--- src/rtl/max_pool_layer_if.sv ---
// Valid/ready stream carrying one packed multi-channel pixel per beat.
// The producer drives valid/data through master; the consumer drives ready through slave.
interface max_pool_layer_if #(
    parameter int DataWidth = 32
);
    logic                 valid;
    logic                 ready;
    logic [DataWidth-1:0] data;

    modport master (output valid, output data, input ready);
    modport slave  (input valid, input data, output ready);
endinterface

--- src/rtl/max_pool_layer.sv ---
// Non-overlapping PoolWidth x PoolWidth signed max-pooling over a raster-ordered feature map.
// Optional build macro POOL_RELU_EN clamps each input sample at zero ahead of the max.
module max_pool_layer #(
    parameter int LineWidthPx = 16,
    parameter int LineCountPx = 12,
    parameter int Channels    = 1,
    parameter int Width       = 32,
    parameter int PoolWidth   = 2
) (
    input  logic              clk_i,
    input  logic              rst_ni,
    max_pool_layer_if.slave   upstream,
    max_pool_layer_if.master  downstream
);
    localparam int ColsOut = LineWidthPx / PoolWidth;
    localparam int XEnd    = ColsOut * PoolWidth;
    localparam int YEnd    = (LineCountPx / PoolWidth) * PoolWidth;
    localparam int XW      = $clog2(LineWidthPx);
    localparam int YW      = $clog2(LineCountPx);
    localparam int PW      = $clog2(PoolWidth);
    localparam int CW      = $clog2(ColsOut + 1);
    localparam int CIW     = (ColsOut > 1) ? $clog2(ColsOut) : 1;
    localparam int DW      = Channels * Width;

    logic [XW-1:0]  x_pos_reg;
    logic [YW-1:0]  y_pos_reg;
    logic [PW-1:0]  px_reg;
    logic [PW-1:0]  py_reg;
    logic [CW-1:0]  col_reg;
    logic [CIW-1:0] col_idx;

    logic ready;
    logic in_fire;
    logic in_window;
    logic last_px;
    logic last_py;
    logic row_end;
    logic col_write;
    logic produce;

    logic [DW-1:0] hmax_reg;
    logic [DW-1:0] h_next;
    logic [DW-1:0] v_next;
    logic [DW-1:0] colbuf_rd;
    logic [DW-1:0] colbuf_mem [ColsOut];

    logic          valid_reg;
    logic [DW-1:0] data_reg;

    function automatic logic signed [Width-1:0] smax(input logic signed [Width-1:0] a,
                                                     input logic signed [Width-1:0] b);
        return (a > b) ? a : b;
    endfunction

    assign ready   = ~valid_reg | downstream.ready;
    assign in_fire = upstream.valid & ready;

    assign last_px   = int'(px_reg) == PoolWidth - 1;
    assign last_py   = int'(py_reg) == PoolWidth - 1;
    assign row_end   = int'(x_pos_reg) == LineWidthPx - 1;
    assign in_window = (int'(x_pos_reg) < XEnd) && (int'(y_pos_reg) < YEnd);

    // col_reg only reaches ColsOut on trailing columns, which in_window excludes.
    assign col_idx   = col_reg[CIW-1:0];
    assign colbuf_rd = colbuf_mem[col_idx];

    assign col_write = in_fire & last_px & in_window & ~last_py;
    assign produce   = in_fire & last_px & in_window & last_py;

    genvar gi;
    generate
        for (gi = 0; gi < Channels; gi++) begin : g_ch
            logic signed [Width-1:0] s_raw;
            logic signed [Width-1:0] s;
            logic signed [Width-1:0] h;
            logic signed [Width-1:0] v;

            assign s_raw = upstream.data[gi*Width +: Width];
`ifdef POOL_RELU_EN
            assign s = s_raw[Width-1] ? '0 : s_raw;
`else
            assign s = s_raw;
`endif
            assign h = (px_reg == '0) ? s : smax(hmax_reg[gi*Width +: Width], s);
            // First row of a window overwrites, so stale buffer contents never leak.
            assign v = (py_reg == '0) ? h : smax(colbuf_rd[gi*Width +: Width], h);

            assign h_next[gi*Width +: Width] = h;
            assign v_next[gi*Width +: Width] = v;
        end
    endgenerate

    // Datapath storage needs no reset: px==0 and py==0 always overwrite it.
    always_ff @(posedge clk_i) begin
        if (in_fire) begin
            hmax_reg <= h_next;
        end
        if (col_write) begin
            colbuf_mem[col_idx] <= v_next;
        end
    end

    always_ff @(posedge clk_i or negedge rst_ni) begin
        if (!rst_ni) begin
            x_pos_reg <= '0;
            y_pos_reg <= '0;
            px_reg    <= '0;
            py_reg    <= '0;
            col_reg   <= '0;
            valid_reg <= 1'b0;
            data_reg  <= '0;
        end else begin
            if (ready) begin
                valid_reg <= produce;
                if (produce) begin
                    data_reg <= v_next;
                end
            end

            if (in_fire) begin
                if (row_end) begin
                    x_pos_reg <= '0;
                    px_reg    <= '0;
                    col_reg   <= '0;
                    if (int'(y_pos_reg) == LineCountPx - 1) begin
                        y_pos_reg <= '0;
                        py_reg    <= '0;
                    end else begin
                        y_pos_reg <= y_pos_reg + 1'b1;
                        py_reg    <= last_py ? '0 : py_reg + 1'b1;
                    end
                end else begin
                    x_pos_reg <= x_pos_reg + 1'b1;
                    if (last_px) begin
                        px_reg  <= '0;
                        col_reg <= col_reg + 1'b1;
                    end else begin
                        px_reg  <= px_reg + 1'b1;
                    end
                end
            end
        end
    end

    assign upstream.ready  = ready;
    assign downstream.valid = valid_reg;
    assign downstream.data  = data_reg;
endmodule

--- src/flat_wrapper.sv ---
// flat-port wrapper written by rule: the top's interface ports become plain ports
module max_pool_layer_flat 
#(
    parameter int LineWidthPx = 16,
    parameter int LineCountPx = 12,
    parameter int Channels    = 1,
    parameter int Width       = 32,
    parameter int PoolWidth   = 2
)
  (clk_i, rst_ni, upstream_valid, upstream_data, upstream_ready, downstream_valid, downstream_data, downstream_ready);
  max_pool_layer_if #(.DataWidth(32)) upstream_i ();
  max_pool_layer_if #(.DataWidth(32)) downstream_i ();
  input  logic clk_i;
  input  logic rst_ni;
  input wire logic [$bits(upstream_i.valid)-1:0] upstream_valid;
  input wire logic [$bits(upstream_i.data)-1:0] upstream_data;
  output wire logic [$bits(upstream_i.ready)-1:0] upstream_ready;
  output wire logic [$bits(downstream_i.valid)-1:0] downstream_valid;
  output wire logic [$bits(downstream_i.data)-1:0] downstream_data;
  input wire logic [$bits(downstream_i.ready)-1:0] downstream_ready;
  assign upstream_i.valid = upstream_valid;
  assign upstream_i.data = upstream_data;
  assign upstream_ready = upstream_i.ready;
  assign downstream_valid = downstream_i.valid;
  assign downstream_data = downstream_i.data;
  assign downstream_i.ready = downstream_ready;
  max_pool_layer #(.LineWidthPx(LineWidthPx), .LineCountPx(LineCountPx), .Channels(Channels), .Width(Width), .PoolWidth(PoolWidth)) u_core (.clk_i(clk_i), .rst_ni(rst_ni), .upstream(upstream_i), .downstream(downstream_i));
endmodule
--- config.mk ---
export PLATFORM = sky130hd
export DESIGN_NAME = max_pool_layer_flat
export DESIGN_NICKNAME = d
export VERILOG_FILES = /design/src/rtl/max_pool_layer_if.sv /design/src/rtl/max_pool_layer.sv /design/src/flat_wrapper.sv
export SDC_FILE = /design/constraint.sdc
export NUM_CORES = 1
export LEC_CHECK = 0
export ABC_AREA = 0
export CORE_MARGIN = 2
export CORE_UTILIZATION = 27
export CTS_CLUSTER_DIAMETER = 60
export CTS_CLUSTER_SIZE = 28
export DETAILED_ROUTE_END_ITERATION = 7
export GPL_TIMING_DRIVEN = 0
export SETUP_SLACK_MARGIN = 0.05
export SLEW_MARGIN = 20
export SYNTH_ARGS = -nofsm -noshare
export SYNTH_HDL_FRONTEND = slang
export SYNTH_SLANG_ARGS = --single-unit
--- constraint.sdc ---
create_clock -name clk_i -period 15.65 [get_ports clk_i]
set_input_delay 3.13 -clock clk_i [delete_from_list [all_inputs] [get_ports clk_i]]
set_output_delay 3.13 -clock clk_i [all_outputs]
set_load 0.02 [all_outputs]
==> impl_metrics.tcl, run 1 <==
set metrics [dict create \
    outcome "finished, final reports clean" \
    cts_buffers 27 \
    wirelength_um 54300 \
    seq_area_sq_um 9800 \
    path_max_fanout 10 \
    power_mw 4.28 \
    synthFlopType "edfxtp_1" \
    multiInputGateArea_sq_um 5740 \
    die_w_um 250 \
    worst_pin_slew_ns 1.14 \
    whs_ns 0.519 \
    ys_warn_count 0 \
    fmax_ghz 0.101 \
    p_per_area_nw_per_um2 221 \
    grt_pass1_vias 12199 \
    synth_top_area_share_pct 53.1 \
    dr.pass1.iters 5 \
    min_period_ns 9.88 \
    drc_errors 0 \
    synth.top_cells.by_count "288 x edfxtp_1, 139 x nor2_1, 101 x inv_1, 91 x a21oi_1, 73 x o21ai_0" \
    largest_reg_flops 256 \
    avgViaCountPerCell 5.39 \
    antenna_found_initial 0 \
    fillers 5890 \
    synth_nets 1512 \
    ys_ff_latch 334 \
    fp-row-count 89 \
    cp-start-kind "input pin" \
    fin_setup_tns_ns 0 \
    cp-end-kind "flip-flop" \
    max-slew-margin-rel_pct 24.1 \
    p_int_mw 2.37 \
    seq_power_share_pct 34.9 \
    ir_drop_v 0.0000849 \
    min_path_type "reg -> reg" \
    place_area_sq_um 18300 \
    postCtsHoldBufs 0 \
    gp_congestion 0.942 \
    min_period_over_period_pct 63.1 \
    setup_viol 0 \
    synth_area_sq_um 16300 \
    post-place-ws_ns 5.34 \
    die-area_sq_um 62300 \
    dp_hpwl_um 39100 \
    rsz0062_at_grt "no" \
    drt_iter0_markers 1174 \
    worstSetupStartpoint "upstream_data[31]" \
    htreeDepth 1 \
    crit_arrival_ns 10.15 \
    postCtsSetupRepairBufs 0 \
    antennaDiodeCount 0 \
    cp_data_required_time_ns 15.92 \
    syn_avg_cell_area_sq_um 11.5 \
    crit_chain "clkdlybuf4s50_1 -> inv_1 -> ha_1 -> buf_4 -> nand4_4 -> nor4_1 -> a21oi_1 -> clkbuf_1 -> clkbuf_1 -> nand4b_1 -> nand4_1 -> nor2_1 -> ha_1 -> a21oi_1 -> o211ai_1 -> a2111oi_0 -> o22ai_1 -> a21oi_2 -> clkbuf_1 -> nor3_1 -> a21oi_1" \
    power.share.clock_pct 18.0 \
    grt_use_total_pct 16.9 \
    worst_slack_ns 5.77 \
    grt_pass1_wl_um 80000 \
    r2r_start "u_core.hmax_reg[27]$_DFFE_PP_" \
    cp_slowest_stage_delay_ns 0.88 \
    synth-async-reset-ratio_pct 13.8 \
    clk_transition_reported_paths_ns 0.08 \
    switching_power_mw 1.91 \
    die_h_um 250 \
    nets 1633 \
    overflow 0 \
    wl_per_cell_um 23.3 \
    syn_inst 1409 \
    io_pins 70 \
    cts.sink_count 334 \
    postRouteAntennaNets 0 \
    cts_buffer_depth 3 \
    slew_violations 0 \
    fin_skew_ns 0.0255 \
    grt_max_degree 47 \
    drive_gt1_share_pct 9.61 \
    fp.coreArea_sq_um 59400 \
    io_buffer_count 69 \
    start_util_pct 27.4 \
    synth_most_common_cell "edfxtp_1" \
    cap_violations 0 \
    path_class "in -> reg" \
    cts-root-buf "clkbuf_16" \
    p_leak_nw 7.04 \
    hold_violations 0 \
    swShare_pct 44.6 \
    dr_total_vias 12525 \
    tritoncts "yes" \
    hp-start "u_core.x_pos_reg[3]$_DFFE_PN0P_" \
    yosysSeqAreaShare_pct 60.2 \
    ys_types 55 \
    insertion_delay_ns 0.59 \
    syn_to_final_growth_pct 18.9 \
    synth_edf_count 288 \
    synth_area_leaders "edfxtp_1 53%, dfrtp_1 7.1%, ha_1 5.2%" \
    pwr-share-comb_pct 47.1 \
    cts_resized 0 \
    cp_slowest_cell "a2111oi_0" \
    final_area_sq_um 19300 \
    yosysTopAreaCell "edfxtp_1" \
]
## worst max-delay path, delay by kind of cell
family | cells | cell delay, ns
and+or+nand+nor | 6 | 1.72
AOI/OAI and AO/OA | 7 | 2.69
adders and majority gates | 2 | 0.59
buffers and inverters | 6 | 1.98
## path summary, 6_finish.rpt
kind | to | slack (ns) | depth (start not counted)
hold reg to reg | u_core.x_pos_reg[3]$_DFFE_PN0P_ | 0.52 | 1
max in group asynchronous | u_core.y_pos_reg[1]$_DFFE_PN0P_ | 12.62 | 1
min in group asynchronous | u_core.downstream.data[29]$_DFFE_PN0P_ | 2.55 | 1
setup reg to reg | u_core.colbuf_mem[2][4]$_DFFE_PP_ | 8.49 | 18
setup / recovery | u_core.colbuf_mem[2][4]$_DFFE_PP_ | 5.77 | 21
hold / removal | u_core.x_pos_reg[3]$_DFFE_PN0P_ | 0.52 | 1
## layout by cell type, fill, tap and decap left out, drive strengths merged, types with 38 or more instances in the layout
cell type,n
a21oi,93
a22oi,70
and3,64
buf,52
clkbuf,97
clkdlybuf4s50,68
dfrtp,46
edfxtp,288
ha,67
inv,115
nand2,68
nand4,44
nor2,139
nor3,38
o21ai,78
## cell type report
class / count / area share, %
tap: 773 / 5.00
clock inverter: 21 / 1.90
clock buffer: 29 / 3.53
sequential: 334 / 50.7
inverter: 103 / 2.00
multi-input combinational: 876 / 29.7
buffer: 96 / 2.09
timing repair buffer: 92 / 5.13
## routing by layer
metal	GRT usage (%)	vias to the layer above	wire [um]	part of all wire (%)
li1	-	5623	-	-
met1	22.6	6306	23200	43
met2	29.2	521	26200	48
met3	2.34	75	3810	7.0
met4	3.91	0	1100	2.0
met5	0	-	0	0
## per-stage QoR
step                      std cells  utilization (%)
final                          2324             32.6
after global routing           2324             32.6
after CTS                      2324             32.6
after detailed placement       2274             30.8
after global placement         2251             30.2
after floorplan                1409                -
## power groups by stage
stage,clock (mW),sequential [mW],combinational [mW]
2_1_floorplan,0,1.52,1.14
3_3_place_gp,0,1.51,1.91
3_5_place_dp,0,1.51,1.97
4_1_cts,0.783,1.49,1.98
5_1_grt,0.814,1.50,2.19
6_report,0.772,1.49,2.02
## cells by family after synthesis
family | share of synthesized area (%)
buf+inv | 4.86
fa+ha+maj | 5.15
flops | 60.2
compound gates | 14.6
simple gates | 14.9
xor+xnor | 0.108
mux | 0.192
No activity file was read; power rests on OpenSTA's default activity.
==> inputs of run 2 (changes only) <==
clock period = 8.5 ns   (was 15.65 ns; I/O delays follow)
==> run 2 against run 1 <==
Net effect: sequential power increased by 85%; cell count unchanged; non-clock buffer count unchanged; power increased by 85%; cell area increased by 0.11%; clock skew increased by 0.0012 ns; critical path depth increased by 1; setup slack got worse by 5.4 ns; critical path type unchanged; highest routed layer unchanged.
==> impl_metrics.tcl, run 2 (synthesized netlist as in run 1, its figures left out) <==
set metrics [dict create \
    outcome "finished, final reports clean" \
    fin_cells 2324 \
    min_period_ns 8.12 \
    power_mw 7.91 \
    postRouteAntennaNets 0 \
    fmax_ghz 0.123 \
    swShare_pct 44.6 \
    io_pins 70 \
    dp_cells 2274 \
    rsz0062_at_grt "yes" \
    cp_data_required_time_ns 8.81 \
    antenna_found_initial 0 \
    drc_errors 0 \
    slew_violations 0 \
    grt_use_total_pct 16.9 \
    grt_pass1_wl_um 80000 \
    p_leak_nw 7.04 \
    postCtsHoldBufs 0 \
    power.share.clock_pct 18.0 \
    post-place-ws_ns -0.384 \
    fin_setup_tns_ns 0 \
    grt_pass1_vias 12199 \
    grt_util_met1_pct 22.6 \
    cts_buffers 27 \
    p_per_area_nw_per_um2 408 \
    crit_arrival_ns 8.43 \
    final_cell_mix "288 x edfxtp_1, 134 x nor2_1, 101 x inv_1" \
    tritoncts "yes" \
    dr.pass1.iters 6 \
    die-area_sq_um 62300 \
    avgViaCountPerCell 5.42 \
    clk_transition_reported_paths_ns 0.10 \
    htreeDepth 1 \
    pwr-share-comb_pct 47.3 \
    worst_slack_ns 0.383 \
    path_max_fanout 10 \
    cp-start-kind "input pin" \
    fp.coreArea_sq_um 59400 \
    gp_congestion 0.942 \
    ir_drop_v 0.000163 \
    met2_usage_pct 29.2 \
    timing.rr.end "u_core.colbuf_mem[4][15]$_DFFE_PP_" \
    io_buffer_count 69 \
    min_path_type "reg -> reg" \
    dr_total_vias 12590 \
    hold_violations 0 \
    wirelength_um 54200 \
    seq_power_share_pct 34.8 \
    top_usage_layer "met2" \
    p_int_mw 4.38 \
    switching_power_mw 3.53 \
    cap_violations 0 \
    start_util_pct 27.4 \
    cts-root-buf "clkbuf_16" \
    die_w_um 250 \
    final_common_cell "edfxtp_1" \
    cts.sink_count 334 \
    largest_reg_flops 256 \
    setup_viol 0 \
    grt_use_met3_pct 2.34 \
    cp-end-kind "flip-flop" \
    cts_buffer_depth 3 \
    wl_per_cell_um 23.3 \
    max-slew-margin-rel_pct 26.7 \
    worst_pin_slew_ns 1.10 \
    reg2reg_depth 19 \
    drive_gt1_share_pct 9.99 \
    fin_skew_ns 0.0267 \
    die_h_um 250 \
    whs_ns 0.517 \
    syn_to_final_growth_pct 19.0 \
    r2r_setup_slack_ns 1.67 \
    min_period_over_period_pct 95.5 \
    grt_max_degree 47 \
    overflow 0 \
    insertion_delay_ns 0.59 \
    nets 1633 \
    r2r_start "u_core.hmax_reg[27]$_DFFE_PP_" \
    path_class "in -> reg" \
    hp-start "u_core.x_pos_reg[3]$_DFFE_PN0P_" \
    fp-row-count 89 \
    hold_end "u_core.x_pos_reg[3]$_DFFE_PN0P_" \
    dp_hpwl_um 39100 \
    antennaDiodeCount 0 \
    drt_iter0_markers 1218 \
    holdPathStages 1 \
]
run 2: per-layer routing:
layer,share of wire (%),up-vias,routed length (um)
met3,7.1,75,3840
met4,2.1,0,1120
met1,42,6377,23000
li1,-,5618,-
met5,0,-,0
met2,48,520,26200
run 2: how the worst max path moves through the flow:
| stage | slack (ns) | from | to |
|---|---|---|---|
| 2_1_floorplan | 1.88 | downstream_ready | u_core.colbuf_mem[0][0]$_DFFE_PP_ |
| 3_3_place_gp | -2.32 | downstream_ready | u_core.colbuf_mem[0][28]$_DFFE_PP_ |
| 3_5_place_dp | -0.38 | upstream_data[31] | u_core.colbuf_mem[3][19]$_DFFE_PP_ |
| 4_1_cts | 0.21 | upstream_data[31] | u_core.colbuf_mem[2][4]$_DFFE_PP_ |
| 5_1_grt | 0.008 | upstream_data[31] | u_core.colbuf_mem[3][15]$_DFFE_PP_ |
| 6_report | 0.38 | upstream_data[31] | u_core.colbuf_mem[4][15]$_DFFE_PP_ |
run 2: layout make-up:
type	count	area (sq um)
clock buffers	29	683
fillers	5893	40000
clock inverters	21	367
plain buffers	96	405
inverters	103	387
repair buffers	92	992
well taps	773	967
multi-input cells	876	5760
flip-flops and latches	334	9800
run 2: power groups by stage:
stage          combinational [mW]  sequential [mW]  clock [mW]
2_1_floorplan                2.10             2.79           0
3_3_place_gp                 3.52             2.78           0
3_5_place_dp                 3.63             2.78           0
4_1_cts                      3.65             2.75        1.44
5_1_grt                      4.05             2.77        1.50
6_report                     3.74             2.75        1.42
run 2: through the flow:
| step | area, sq um | utilization, % |
|---|---|---|
| after floorplan | 16300 | - |
| after global placement | 17900 | 30.2 |
| after detailed placement | 18300 | 30.8 |
| after CTS | 19300 | 32.6 |
| after global routing | 19400 | 32.6 |
| final | 19400 | 32.6 |
run 2: worst max-delay path: stages:
cell and delay (ns):
clkdlybuf4s50_1 0.53, inv_1 0.10, ha_1 0.28, buf_4 0.17, nand4_4 0.14, nor4_1 0.61, a21oi_1 0.32, clkbuf_1 0.33
clkbuf_1 0.37, nand4b_1 0.22, nand4_1 0.14, nor2_1 0.31, ha_1 0.31, a21oi_1 0.16, o211ai_1 0.12, a2111oi_1 0.70
o22ai_1 0.19, a21oi_2 0.34, buf_2 0.30, buf_2 0.32, nor3_1 0.18, a21oi_1 0.55
run 2: repair_timing:
| item | in CTS | in global routing |
|---|---|---|
| setup buffers | 0 | 0 |
| resized for setup | 0 | 8 |
| endpoints found under the setup margin | 0 | 200 |
